[config.mk]
export PLATFORM = sky130hd
export DESIGN_NAME = lbp_stream_rx
export DESIGN_NICKNAME = d
export VERILOG_FILES = /design/src/rtl/lbp_stream_rx_pkg.sv /design/src/rtl/lbp_rx_fifo.sv /design/src/rtl/lbp_stream_rx.sv
export SDC_FILE = /design/constraint.sdc
export NUM_CORES = 1
export LEC_CHECK = 0
export BUFFER_PORTS_ARGS = -buffer_cell sky130_fd_sc_hd__buf_4
export CAP_MARGIN = 10
export CORE_ASPECT_RATIO = 0.75
export CORE_MARGIN = 2
export CORE_UTILIZATION = 41
export CTS_CLUSTER_DIAMETER = 30
export DETAILED_ROUTE_END_ITERATION = 8
export HOLD_SLACK_MARGIN = 0.12
export PLACE_DENSITY = 0.64
export SYNTH_ARGS = -nofsm -noshare
export SYNTH_HDL_FRONTEND = slang
export SYNTH_SLANG_ARGS = --single-unit
[constraint.sdc]
create_clock -name clk -period 2.1 [get_ports clk]
set_input_delay 0.105 -clock clk [delete_from_list [all_inputs] [get_ports clk]]
set_output_delay 0.105 -clock clk [all_outputs]
set_load 0.02 [all_outputs]
[src/rtl/lbp_stream_rx_pkg.sv]
// lbp_stream_rx_pkg: shared frame-FSM state type and parameter defaults for the LBP stream receiver.
package lbp_stream_rx_pkg;
  typedef enum logic [1:0] {IDLE, RECV, DONE} state_t;
  localparam int DEF_DEPTH = 16;
  localparam int DEF_LEN_W = 9;
endpackage

[src/rtl/lbp_rx_fifo.sv]
// lbp_rx_fifo: byte FIFO with wrap-bit pointers, registered-write storage and a masked head output.
module lbp_rx_fifo #(
  parameter int DEPTH = 16
) (
  input  logic       clk,
  input  logic       rst_n,
  input  logic       i_wr_en,
  input  logic [7:0] i_wr_data,
  input  logic       i_rd_en,
  output logic       o_full,
  output logic       o_empty,
  output logic [7:0] o_rd_data
);
  localparam int AW = $clog2(DEPTH);
  logic [AW:0] r_wptr, r_rptr;
  logic [7:0]  r_mem [DEPTH];
  assign o_empty   = r_wptr == r_rptr;
  assign o_full    = (r_wptr[AW] != r_rptr[AW]) && (r_wptr[AW-1:0] == r_rptr[AW-1:0]);
  assign o_rd_data = o_empty ? '0 : r_mem[r_rptr[AW-1:0]];
  // Storage carries no reset; the head is masked while empty instead.
  always_ff @(posedge clk)
    if (i_wr_en) r_mem[r_wptr[AW-1:0]] <= i_wr_data;
  always_ff @(posedge clk or negedge rst_n)
    if (!rst_n) begin
      r_wptr <= '0;
      r_rptr <= '0;
    end else begin
      if (i_wr_en) r_wptr <= r_wptr + 1'b1;
      if (i_rd_en) r_rptr <= r_rptr + 1'b1;
    end
endmodule

[src/rtl/lbp_stream_rx.sv]
// lbp_stream_rx: buffers LBP output pixels in a FIFO and tracks per-frame byte count and checksum.
module lbp_stream_rx
  import lbp_stream_rx_pkg::*;
#(
  parameter int DEPTH = DEF_DEPTH,
  parameter int LEN_W = DEF_LEN_W
) (
  input  logic             clk,
  input  logic             rst_n,
  input  logic             s_valid,
  input  logic [7:0]       s_data,
  output logic             m_valid,
  input  logic             m_ready,
  output logic [7:0]       m_data,
  output logic             frame_done,
  output logic [LEN_W-1:0] frame_len,
  output logic [7:0]       frame_sum,
  output logic             overflow
);
  state_t           r_state, w_next;
  logic [LEN_W-1:0] r_cnt;
  logic [7:0]       r_sum;
  logic             r_overflow;
  logic             w_full, w_empty, w_wr_en, w_rd_en;
  assign w_rd_en = !w_empty && m_ready;
  assign w_wr_en = s_valid && (!w_full || w_rd_en);
  assign m_valid = !w_empty;
  assign overflow = r_overflow;
  lbp_rx_fifo #(.DEPTH(DEPTH)) u_fifo (
    .clk       (clk),
    .rst_n     (rst_n),
    .i_wr_en   (w_wr_en),
    .i_wr_data (s_data),
    .i_rd_en   (w_rd_en),
    .o_full    (w_full),
    .o_empty   (w_empty),
    .o_rd_data (m_data)
  );
  always_ff @(posedge clk or negedge rst_n)
    if (!rst_n) r_overflow <= 1'b0;
    else if (s_valid && w_full && !w_rd_en) r_overflow <= 1'b1;
  always_ff @(posedge clk or negedge rst_n)
    if (!rst_n) r_state <= IDLE;
    else r_state <= w_next;
  always_comb w_next = s_valid ? RECV : (r_state == RECV ? DONE : IDLE);
  always_comb frame_done = r_state == DONE;
  // Accumulators see every strobe, including bytes the FIFO drops.
  always_ff @(posedge clk or negedge rst_n)
    if (!rst_n) begin
      r_cnt     <= '0;
      r_sum     <= '0;
      frame_len <= '0;
      frame_sum <= '0;
    end else begin
      if (s_valid) begin
        r_cnt <= r_state != RECV ? LEN_W'(1) : (&r_cnt ? r_cnt : r_cnt + 1'b1);
        r_sum <= r_state != RECV ? s_data : r_sum + s_data;
      end
      if (r_state == RECV && !s_valid) begin
        frame_len <= r_cnt;
        frame_sum <= r_sum;
      end
    end
endmodule

==> flow_summary.toml <==
[outcome]
status = "finished with violations"
failed_checks = "setup timing"

[floorplanning]
ios = 40
fp.dieW_um = 161.1
coreArea_um2 = 18290
die-area_um2 = 19630
chipHeight_um = 121.8
start_util = 0.4150
rows = 43

[synthesis]
synth_cell_types = 49
synth_top_area_frac = 0.5063
synth-main-ff-cell = "edfxtp_1"
synthArstFlopShare = 0.2686
syn_avg_cell_area_um2 = 16.72
synth_top_area_cell = "edfxtp_1"
synth_edf_count = 128
ys_seq_elements = 175
yosysWarnings = 0
ys_seq_area_frac = 0.6613
yosys-top-cells-area = "edfxtp_1 (51%), dfrtp_1 (15%), mux4_2 (5.3%)"
netlist_area_um2 = 7591
synthCells = 454
synth_nets = 481

[power_and_ir_drop]
peakVddDrop_uv = 957.6
p_per_area_nw_per_um2 = 1296
leakage_nw = 3.415

[drt]
drc = 0
routed_wirelength_um = 16080
first_pass_iters = 5
final_antenna_net_count = 0
wire_per_inst_um = 20.20
drtIter0Drc = 369
vias = 4261
avgViaCountPerCell = 5.353

[placed_design]
io_buffers = 39
gp_congestion = 0.8295
dpl-instance-area_um2 = 8289
post-place-ws_ns = 0.09821
dp_hpwl_um = 10210

[sta]
tightest_slew_ns = 0.6033
setup_viol = 8
drv_slew = 0
slew-limit-headroom = 0.5978
rsz0062_at_grt = "true"
max_freq_mhz = 428.2
layout_min_cycle_time_ns = 2.335
finalClockSkew_ns = 0.008931
finalHoldWorstSlack_ns = 0.1477
setup_slack_ns = -0.2353
min_period_over_period = 1.112
final-hold-violation-count = 0

[clocking]
cts_tree = "built"
clock-sinks = 175
clock_latency_ns = 0.43
cts_root_buf = "clkbuf_16"
cts.path.max_buffers = 2
numCtsBuffers = 17
cts.clk_slew.worst_paths_ns = 0.06
cts_max_level = 4

[worst_setup_path]
required_ns = 2.00
reg2reg_from = "r_sum[0]$_DFFE_PN0P_"
crit_fanout = 18
crit_arrival_ns = 2.23
end_kind = "output port"
r2r_slack_ns = 0.07
reg2reg_to = "r_sum[6]$_DFFE_PN0P_"
crit_type = "reg -> out"
cp-start-kind = "register"
reg2reg_depth = 8

[job]
drv_cap = 0

[final_layout]
design_area_um2 = 9158
diodes = 0
area_delta_synth_final_pct = 20.64
fin_nets = 563
drive_gt1_frac = 0.3406

[grt]
first_global_vias = 4307
antenna_found_initial = 0
grt_max_degree = 48
grt_overflow = 0
grt_pass1_wl_um = 25070
grt_usage = 0.1744

[worst_hold_path]
min_path_type = "in -> reg"
hold_start = "s_data[0]"
hold_end = "u_fifo.r_mem[10][0]$_DFFE_PP_"
hold_depth = 2
==> what timing repair did <==
action	CTS	global route
setup endpoints to repair	8	110
gates cloned	1	1
endpoints found under the hold margin	171	0
buffers inserted	5	2
hold buffers	10	0
resized for setup	30	23
pin swaps	3	5
==> power by group <==
part           total (mW)  switching [mW]  leakage, nW  internal (mW)
clock                2.94            1.31        0.261           1.63
sequential           4.48           0.296         1.74           4.19
combinational        4.45            2.28         1.41           2.17
==> how the worst max path moves through the flow <==
| stage | startpoint | to | cells past startpoint |
|---|---|---|---|
| after floorplan | u_fifo.r_rptr[1]$_DFFE_PN0P_ | u_fifo.r_mem[3][0]$_DFFE_PP_ | 7 |
| after global placement | u_fifo.r_wptr[0]$_DFFE_PN0P_ | u_fifo.r_mem[1][4]$_DFFE_PP_ | 6 |
| after detailed placement | u_fifo.r_wptr[0]$_DFFE_PN0P_ | u_fifo.r_mem[8][5]$_DFFE_PP_ | 4 |
| after CTS | u_fifo.r_rptr[0]$_DFFE_PN0P_ | m_data[6] | 6 |
| after global routing | u_fifo.r_rptr[0]$_DFFE_PN0P_ | m_data[0] | 6 |
| final | u_fifo.r_rptr[2]$_DFFE_PN0P_ | m_data[5] | 6 |
==> layout make-up <==
cell class	count	area (um^2)
Inverter	8	30.03
Clock buffer	18	429.2
Multi-Input combinational cell	246	2461
Sequential cell	175	5021
Fill cell	1533	9135
Timing Repair Buffer	88	788.3
Clock inverter	14	118.9
Tap cell	247	309.0
==> registers in the layout, indices dropped and copies added (netlist names) <==
name and flops:
overflow 1, r_state 2, frame_len 9, u_fifo.r_wptr 5, r_cnt 9, r_sum 8, u_fifo.r_mem 128, frame_sum 8
u_fifo.r_rptr 5
==> cells in the mapped netlist, types with 2 or more instances <==
master	count
nor2b_1	15
mux4_1	14
mux2i_1	9
xnor2_1	6
nor2_1	15
dfrtp_1	47
mux2_2	18
buf_12	2
ha_1	14
xnor2_2	4
mux4_2	18
and3_1	17
edfxtp_1	128
o21a_1	3
o41ai_1	2
a21oi_1	13
inv_1	8
buf_6	3
nor3b_1	2
o31a_1	2
nand2_1	18
buf_4	6
xor2_1	7
o21ai_0	15
o211ai_1	2
or4_1	2
buf_2	4
nor3_1	5
a22o_1	2
a31oi_1	2
clkbuf_1	7
nand3_1	10
a211oi_1	18
==> critical path: stages, from the launching register on <==
cell and delay [ns]:
dfrtp_1 0.44, buf_6 0.25, buf_6 0.23, mux4_2 0.23, a211oi_2 0.06, a211oi_1 0.36
buf_4 0.22
==> metrics by stage <==
stage | power, mW | TNS [ns] | utilization | std cells
floorplan | 7.177 | 0 | - | 454
global placement | 8.348 | 0 | 0.4531 | 746
detailed placement | 8.432 | 0 | 0.4531 | 746
CTS | 11.80 | -1.960 | 0.4969 | 794
global route | 12.44 | -2.247 | 0.5006 | 796
finish | 11.87 | -1.463 | 0.5006 | 796
==> cells by family after synthesis <==
kind of cell               count (synthesis)  synth area share
and+or+nand+nor                           91           0.06412
DFF                                      175            0.6613
muxes                                     59            0.1404
xor gates and xnor gates                  17           0.02357
AOI/OAI and AO/OA                         64           0.05555
adders and majority gates                 15           0.02571
buffers and inverters                     33           0.02934
==> layout by cell type (no fill, tap or decap), types with 3 or more instances in the layout <==
cell	n
a21oi_1	13
inv_1	8
clkinv_4	4
and3_2	4
nand2_1	18
xnor2_1	6
nand3_1	10
clkbuf_16	17
ha_1	12
dfrtp_1	46
clkinv_2	3
buf_12	5
mux2_2	18
mux4_2	25
xnor2_2	4
buf_4	64
o21a_1	3
o21ai_0	15
mux4_1	7
a211oi_2	10
edfxtp_1	128
mux2i_2	6
clkinvlp_4	3
a211oi_1	9
nor2b_1	13
buf_6	7
and3_1	13
nor2_1	14
xor2_1	7
nor3_1	4
dlygate4sd3_1	10
==> metal layers <==
metal	track usage	share of wire
met3	0.03779	0.045
met1	0.2533	0.49
met2	0.2650	0.46
met4	0.05525	0.011
met5	0	0
Power figures use the tool's default switching activity.
